$ cat config.mk
export PLATFORM = sky130hd
export DESIGN_NAME = rarp_rec
export DESIGN_NICKNAME = d
export VERILOG_FILES = /design/src/rtl/rarp_rec.sv
export SDC_FILE = /design/constraint.sdc
export NUM_CORES = 1
export LEC_CHECK = 0
export BUFFER_PORTS_ARGS = -buffer_cell sky130_fd_sc_hd__clkbuf_2
export CAP_MARGIN = 20
export CORE_MARGIN = 1
export CORE_UTILIZATION = 31
export CTS_CLUSTER_DIAMETER = 80
export CTS_CLUSTER_SIZE = 20
export DETAILED_ROUTE_END_ITERATION = 10
export GPL_ROUTABILITY_DRIVEN = 0
export GPL_TIMING_DRIVEN = 0
export PLACE_DENSITY = 0.56
export SLEW_MARGIN = 20
export SYNTH_ARGS = -nofsm -noshare
export SYNTH_HDL_FRONTEND = slang
export SYNTH_SLANG_ARGS = --single-unit
$ cat constraint.sdc
create_clock -name clk -period 2.9 [get_ports clk]
set_input_delay 0.145 -clock clk [delete_from_list [all_inputs] [get_ports clk]]
set_output_delay 0.145 -clock clk [all_outputs]
set_load 0.01 [all_outputs]
$ cat src/rtl/rarp_rec.sv
// rarp_rec: receive-side RARP/ARP packet parser.
// Takes a 28-byte packet as seven 32-bit words, one per clock, MSB first.
// Each word is sliced straight into the header field registers it feeds.
// input_ack flags that the whole packet has been captured.
//
// Optional build macro: RARP_OP_CHECK_EN
//   When defined, input_ack is raised in DONE only if the address lengths
//   are 6/4 and the opcode is a RARP request (3) or reply (4).
//
// Handshake: there is no input valid. Every non-reset rising edge in RECV
// consumes input_rec as the next word. input_ack is a level that stays high
// from the word6 capture edge until the next rst; no ready/backpressure.
module rarp_rec (
  input  logic        clk,
  input  logic        rst,
  input  logic [31:0] input_rec,
  output logic [15:0] hdr_type,
  output logic [15:0] proto_type,
  output logic [7:0]  hdr_addr_length,
  output logic [7:0]  pro_addr_length,
  output logic [15:0] operation,
  output logic [47:0] send_hdr_addr,
  output logic [31:0] send_ip_addr,
  output logic [47:0] target_hdr_addr,
  output logic [31:0] target_ip_addr,
  output logic        input_ack
);

  typedef enum logic {
    RECV = 1'b0,
    DONE = 1'b1
  } state_t;

  state_t     state;
  state_t     next_state;
  logic [2:0] cnt;
  logic [6:0] word_cap;   // one-hot: which word this edge captures
  logic       last_word;  // this edge captures word6
  logic       ack_ok;     // packet acceptable for input_ack

`ifdef RARP_OP_CHECK_EN
  // Lengths and opcode are already registered by the time word6 arrives.
  assign ack_ok = (hdr_addr_length == 8'h06) &&
                  (pro_addr_length == 8'h04) &&
                  ((operation == 16'h0003) || (operation == 16'h0004));
`else
  assign ack_ok = 1'b1;
`endif

  // State and word counter; counter saturates at 6 and never wraps.
  always_ff @(posedge clk) begin
    if (rst) begin
      state <= RECV;
      cnt   <= 3'd0;
    end else begin
      state <= next_state;
      if (state == RECV && cnt != 3'd6) begin
        cnt <= cnt + 3'd1;
      end
    end
  end

  // Next-state and per-word capture enables.
  always_comb begin
    next_state = state;
    word_cap   = 7'b0;
    last_word  = 1'b0;
    case (state)
      RECV: begin
        word_cap = 7'b1 << cnt;
        if (cnt == 3'd6) begin
          last_word  = 1'b1;
          next_state = DONE;
        end
      end
      DONE: begin
        next_state = DONE;
      end
      default: begin
        next_state = RECV;
      end
    endcase
  end

  // Field registers: each updates only on the edge that captures its word.
  always_ff @(posedge clk) begin
    if (rst) begin
      hdr_type        <= 16'h0;
      proto_type      <= 16'h0;
      hdr_addr_length <= 8'h0;
      pro_addr_length <= 8'h0;
      operation       <= 16'h0;
      send_hdr_addr   <= 48'h0;
      send_ip_addr    <= 32'h0;
      target_hdr_addr <= 48'h0;
      target_ip_addr  <= 32'h0;
    end else begin
      if (word_cap[0]) begin
        hdr_type   <= input_rec[31:16];
        proto_type <= input_rec[15:0];
      end
      if (word_cap[1]) begin
        hdr_addr_length <= input_rec[31:24];
        pro_addr_length <= input_rec[23:16];
        operation       <= input_rec[15:0];
      end
      if (word_cap[2]) begin
        send_hdr_addr[47:16] <= input_rec;
      end
      if (word_cap[3]) begin
        send_hdr_addr[15:0] <= input_rec[31:16];
        send_ip_addr[31:16] <= input_rec[15:0];
      end
      if (word_cap[4]) begin
        send_ip_addr[15:0]     <= input_rec[31:16];
        target_hdr_addr[47:32] <= input_rec[15:0];
      end
      if (word_cap[5]) begin
        target_hdr_addr[31:0] <= input_rec;
      end
      if (word_cap[6]) begin
        target_ip_addr <= input_rec;
      end
    end
  end

  // Packet-complete flag: set on the word6 edge, held until reset.
  always_ff @(posedge clk) begin
    if (rst) begin
      input_ack <= 1'b0;
    end else if (last_word) begin
      input_ack <= ack_ok;
    end
  end

endmodule

# After elaboration in Yosys (flattened, before gate mapping)

Cells that the tools add are included.
W data, S select, Z words.

$add $sub $neg: 1
Equality and inequality tests: 2
Shifts and indexed selects: 1
Mux-type cells: 4
Bitwise gates (word level): 1
Reduce and logical (&&, ||, !) cells: 1

Operator list:

| kind                  | number |
|---|---|
| $mux W7               | 1 |
| $shl A1 B3 Y7 const A | 1 |
| $add A3 B1 Y3 const B | 1 |
| $eq A3 B3 Y1 const B  | 1 |
| $ne A3 B3 Y1 const B  | 1 |
| $mux W1               | 2 |
| $pmux W1 S2           | 1 |
| $logic_and A1 B1 Y1   | 1 |
| $not A1 Y1            | 1 |

Register bits: 229
Input port bits: 34
Output and inout port bits: 225
Logic and storage cells: 25

# Depth between registers and ports, before layout

Gate-level depths: netlist of the first run.

Word-level depth: 3
Gate-level depth with buffers: 8
Depth with buffers taken out: 5

# Worst setup path before layout of the first run

Ideal clock, no wire load.

Kind: flip-flop to flip-flop
Start point: reg cnt[0]
End point: reg send_hdr_addr[17]
Library setup time: 0.132 ns
Data arrival time: 1.351 ns
Required time: 2.768 ns
Slack: 1.416 ns
Stages on the path, launching flop included: 8
Buffers on the path: 2
Cell sequence: dfxtp_1 > inv_1 > ha_1 > or3b_1 > clkbuf_1 > buf_2 > nand2_1 > a21oi_1

Longest elaborated chain between the ends: 2

RTL lines:

| what                   | RTL line | source |
|---|---|---|
| start, declared        | 36       | `logic [2:0] cnt;` |
| start signal, assigned | 58       | `cnt <= cnt + 3'd1;` |
| $shl A1 B3 Y7          | 70       | `word_cap = 7'b1 << cnt;` |
| $mux W7                | 68       | `case (state)` |
| end signal, assigned   | 108      | `send_hdr_addr[47:16] <= input_rec;` |
| end, declared          | 22       | `output logic [47:0] send_hdr_addr,` |

No other way between the ends.
A chain may end at the register's enable or synchronous reset.

# Worst setup path in the final report of the first run

Start point: reg cnt[0]
End point: reg send_hdr_addr[29]

The elaborated chain is that of the path after synthesis.

==> impl_metrics.ini, run 1 <==
[die]
start_util = 0.316
core_area_um2 = 26100
die-width_um = 165
io_pins = 259
die-area_um2 = 27200
die_y_um = 165
fp-row-count = 59

[pwr]
switching_share = 0.295
seqPwrFrac = 0.497
clkPwrFrac = 0.331
p_sw_mw = 2.05
irDropWorstVdd_v = 0.000448
intPower_mw = 4.91
pwr-share-comb = 0.172
power.density_nw_per_um2 = 662
total_leakage_power_nw = 4.32

[clock_tree]
post_cts_buffers = 0
clk_path_buf_depth = 3
clkSlewWorstSetupHoldPaths_ns = 0.09
cts_buffers = 16
clock_latency_ns = 0.50
cts_hold_buf = 9
cts_tree = yes
ctsResizeCount = 0
cts_sinks = 229
cts.htree.levels = 1
clockRootBuffer = clkbuf_16

[route]
wl_per_cell_um = 17.7
ant_nets = 0
routed_wl_um = 29000
firstDrtPassIters = 5
vias = 7636
drcViolationCount = 0
drtIter0Drc = 530
via_per_inst = 4.67

[grt]
grt_pass1_vias = 6791
grt_max_degree = 21
grt_pass1_wl_um = 41900
grt_overflow_total = 0
track_usage = 0.204
antenna_found_initial = 0

[cells_and_area]
register_area_um2 = 4580
nets = 1333
drive_gt1_frac = 0.271
antenna_cells = 0
final_cells = 1636
area_growth_pct = 27.8
multiInputGateArea_um2 = 3150
fill_cells = 2694
design_area_um2 = 10500

[synthesis]
postSynthAreaPerCell_um2 = 8.15
synth_ff_type = dfxtp_1
syn-num-nets = 1049
synth-edff-count = 0
synthDominantCellAreaShare = 0.557
synth-async-reset-ratio = 0
yosysMostFrequentCell = nand2_1
synth_common_cells = 448 x nand2_1, 229 x dfxtp_1, 206 x a21oi_1
syn_inst = 1010
synth_cell_type_count = 22
ys_seq_elements = 229
ys_top_cells_by_area = dfxtp_1 56%, nand2_1 20%, a21oi_1 13%
yosysWarnings = 0
synth_area_um2 = 8230
synth_area_leader_cell = dfxtp_1
synth_seq_area_share = 0.557

[sta]
hold_viol = 0
fin_crit_sh = 0.666
max_freq_mhz = 518
slew_violations = 0
rsz0062_at_grt = no
period_minus_slack_ns = 1.93
holdWs_ns = 0.0106
worst_slack_ns = 0.968
relSlewSlack = 0.531
skew_ns = 0.0198
worst_slew_pin_slew_ns = 0.704
finalSetupViolCount = 0
setup_tns_ns = 0

[place]
place_area_um2 = 9940
io_buffers = 257
dp.cells = 1602
dp_slack_ns = 0.989
dpl.hpwl_um = 20700

[worst_setup_path]
worst-setup-path-type = register to register
critPathArrivalTime_ns = 2.35
slowest_stage = dfxtp_1
path_buf_inv = 3
start_kind = register
rrSetupSlack_ns = 0.97
cpPeakStageDelay_ns = 0.42
reg2reg_from = cnt[0]
cp_cell_sequence = inv_1, ha_1, or3b_1, clkbuf_1, buf_2, nand2_1, a21oi_1
cp-end-kind = register
crit_required_ns = 3.32
cp-startpoint = cnt[0]
path_max_fanout = 10
path_delay_family = buffers and inverters

[hold_path]
worstHoldStart = input_rec[21]
worstHoldPathType = primary input to register

[status]
status = completed

[flow_run]
cap_violations = 0
-- routing by layer --
| layer | vias up | GRT usage | part of all wire |
|---|---|---|---|
| met5 | - | 0 | 0 |
| met4 | 0 | 0.0421 | 0.018 |
| met3 | 26 | 0.0394 | 0.061 |
| met2 | 219 | 0.341 | 0.47 |
| met1 | 3591 | 0.272 | 0.45 |
| li1 | 3800 | - | - |
-- logic make-up (layout without fill, tap and decap cells) --
| logic type | count (synthesis) | count (layout) | synth area share |
|---|---|---|---|
| and+or+nand+nor | 468 | 468 | 0.225 |
| DFF | 229 | 229 | 0.557 |
| AOI/OAI and AO/OA | 227 | 227 | 0.147 |
| buffers and inverters | 79 | 370 | 0.0608 |
| adders and majority gates | 5 | 5 | 0.00760 |
| xor gates and xnor gates | 1 | 1 | 0.00106 |
| muxes | 1 | 1 | 0.00122 |
-- tightest hold or removal path, delay by kind of cell --
family,cells,cell delay [ns]
buffers and inverters,1,0.17
AOI/OAI and AO/OA,1,0.05
and+or+nand+nor,1,0.09
-- cells in the final DEF, fill, tap and decap left out, types with 3 or more instances in the layout --
master	instances
nor2_1	5
a21oi_2	20
dfxtp_1	229
clkbuf_16	17
a21oi_1	206
or3b_1	3
dlygate4sd3_1	9
ha_1	5
inv_1	3
nand3b_1	3
nand2_1	448
clkbuf_1	32
clkbuf_2	257
buf_2	22
nor3b_4	3
buf_6	23
-- power groups by stage --
stage               logic, mW  registers [mW]  clock network, mW
floorplan               0.589            3.61                  0
global placement         1.20            3.52                  0
detailed placement       1.21            3.53                  0
CTS                      1.22            3.46               2.38
global route             1.33            3.48               2.48
finish                   1.20            3.46               2.30
-- sequential cells by signal, indices dropped and copies added, names as in the netlist --
name             count
cnt                  3
hdr_addr_length      8
hdr_type            16
input_ack            1
operation           16
pro_addr_length      8
proto_type          16
send_hdr_addr       48
send_ip_addr        32
state                1
target_hdr_addr     48
target_ip_addr      32
-- final timing paths --
kind | endpoint | depth (start not counted)
setup / recovery | send_hdr_addr[29] | 7
hold / removal | pro_addr_length[5] | 3
setup reg to reg | send_hdr_addr[29] | 7
hold reg to reg | proto_type[5] | 2
-- per-stage QoR --
stage          utilization  total power, mW
2_1_floorplan            -             4.20
3_3_place_gp         0.381             4.72
3_5_place_dp         0.381             4.74
4_1_cts              0.404             7.06
5_1_grt              0.404             7.29
6_report             0.404             6.96
-- layout make-up --
class                   instances  share of cell area
flip-flops and latches        229               0.436
multi-input cells             702               0.299
repair buffers                266               0.131
plain buffers                  76              0.0465
clock buffers                  21              0.0438
well taps                     335              0.0398
clock inverters                 4             0.00321
inverters                       3             0.00107
Note: power is estimated with default switching activity, not from simulation.
==> inputs of run 2 (changes only) <==
--- a/config.mk
+++ b/config.mk
@@ -14,7 +14,7 @@
 export DETAILED_ROUTE_END_ITERATION = 10
 export GPL_ROUTABILITY_DRIVEN = 0
 export GPL_TIMING_DRIVEN = 0
-export PLACE_DENSITY = 0.56
+export PLACE_DENSITY = 0.58
 export SLEW_MARGIN = 20
 export SYNTH_ARGS = -nofsm -noshare
 export SYNTH_HDL_FRONTEND = slang
==> constraint.sdc (replaced) <==
create_clock -name clk -period 1.6 [get_ports clk]
set_input_delay 0.08 -clock clk [delete_from_list [all_inputs] [get_ports clk]]
set_output_delay 0.08 -clock clk [all_outputs]
set_load 0.01 [all_outputs]
==> run 2 against run 1 <==
Hold slack gained 0.051 ns. Clock skew shrank 0.011 ns. Clock-buffer cell count fell by 2. Critical path type unchanged. Utilization up 1.3 points. Fmax up 22%. First-iteration DRC count down 11%. Non-clock buffer count grew 31. Wire length up 1.4%. Die area is the same. Largest power group unchanged. Via count increased by 1.5%.
==> impl_metrics.ini, run 2 (synthesis results as in run 1) <==
[worst_setup_path]
crit_required_ns = 1.94
cp-end-kind = register
cpPeakStageDelay_ns = 0.45
path_buf_inv = 2
path_max_fanout = 10
path_delay_family = simple AND/OR/NAND/NOR gates
cp_cell_sequence = inv_2, ha_2, or3b_4, buf_4, nand2_1, a21oi_1
slowest_stage = or3b_4
worst-setup-path-type = register to register
start_kind = register
critPathArrivalTime_ns = 1.92

[die]
die-width_um = 165
start_util = 0.316
io_pins = 259
die_y_um = 165
fp-row-count = 59
core_area_um2 = 26100
die-area_um2 = 27200

[pwr]
irDropWorstVdd_v = 0.000643
total_leakage_power_nw = 4.46
power.density_nw_per_um2 = 1150
power_mw = 12.5

[grt]
antenna_found_initial = 0
track_usage = 0.208
grt_overflow_total = 0
grt_pass1_vias = 6887
grt_pass1_wl_um = 42700
grt_max_degree = 21

[route]
met1Wirelength_um = 13200
routed-wl-met2_um = 13600
firstDrtPassIters = 5
ant_nets = 0
routed_wl_um = 29400
dr_wl_met3_um = 2160
top_layer_used = met4
wl_per_cell_um = 17.7
via_per_inst = 4.66
drtIter0Drc = 473
drcViolationCount = 0
vias = 7754

[sta]
fin_crit_sh = 0.987
rsz0062_at_grt = yes
relSlewSlack = 0.446
slew_violations = 0
worst_slack_ns = 0.0208
worst_slew_pin_slew_ns = 0.831
skew_ns = 0.00886
setup_tns_ns = 0
period_minus_slack_ns = 1.58
max_freq_mhz = 633
finalSetupViolCount = 0
hold_viol = 0

[cells_and_area]
mostFrequentLayoutCells = 448 x nand2_1, 257 x clkbuf_2, 225 x dfxtp_1
area_growth_pct = 32.1
drive_gt1_frac = 0.280
antenna_cells = 0
multiInputGateArea_um2 = 3180
postLayoutCoreUtil = 0.417
fill_cells = 2684
final_cells = 1663
register_area_um2 = 4590
nets = 1363
reg_top3 = send_hdr_addr: 48 flops, target_hdr_addr: 48 flops
final_common_cell = nand2_1

[clock_tree]
clockRootBuffer = clkbuf_16
clock_latency_ns = 0.48
clkSlewWorstSetupHoldPaths_ns = 0.09
cts_tree = yes
cts.htree.levels = 1
cts_buffers = 15
cts_sinks = 229
clk_path_buf_depth = 3

[place]
dp_slack_ns = -0.345
dp.cells = 1602
io_buffers = 257
dpl.hpwl_um = 20700

[hold_path]
worstHoldPathType = primary input to register

[status]
status = completed

[flow_run]
cap_violations = 0
-- run 2: where the power goes --
part | switching (mW) | internal, mW
clock network | 1.98 | 1.89
logic | 1.45 | 0.932
registers | 0.202 | 6.07
-- run 2: per-stage QoR --
stage | area (um^2) | hold WS, ns
3_3_place_gp | 9940 | 0.417
5_1_grt | 10900 | 0.0751
6_report | 10900 | 0.0616
4_1_cts | 10800 | 0.0424
3_5_place_dp | 9940 | 0.420
2_1_floorplan | 8230 | 0.216
-- run 2: worst paths after layout --
path / startpoint / endpoint / slack (ns) / cells past startpoint
worst max-delay path: cnt[0] / hdr_type[6] / 0.02 / 6
worst min-delay path: rst / state / 0.06 / 2
worst max register to register: cnt[0] / hdr_type[6] / 0.02 / 6
worst min register to register: send_hdr_addr[40] / send_hdr_addr[40] / 0.46 / 2
-- run 2: metal layers --
| metal | GRT usage | vias to the layer above |
|---|---|---|
| li1 | - | 3860 |
| met1 | 0.282 | 3630 |
| met2 | 0.335 | 238 |
| met3 | 0.0460 | 26 |
| met4 | 0.0492 | 0 |
| met5 | 0 | - |
-- run 2: what timing repair did --
item | 4_1_cts | 5_1_grt
pin swaps | 1 | 1
buffers inserted | 6 | 7
gates resized for setup | 24 | 18
setup endpoints to repair | 183 | 207
endpoints found under the hold margin | 220 | 0
hold buffers | 32 | 0
-- run 2: cell type report --
class,count,share of cell area
timing repair buffer,302,0.157
sequential,229,0.422
multi-input combinational,702,0.292
buffer,71,0.0503
inverter,3,0.00104
clock buffer,19,0.0359
tap,335,0.0385
clock inverter,2,0.00322
-- run 2: worst reg2reg max path: stages (launching register included) --
cell and delay, ns:
dfxtp_2 0.35, inv_2 0.08, ha_2 0.20, or3b_4 0.45, buf_4 0.20, nand2_1 0.08
a21oi_1 0.07
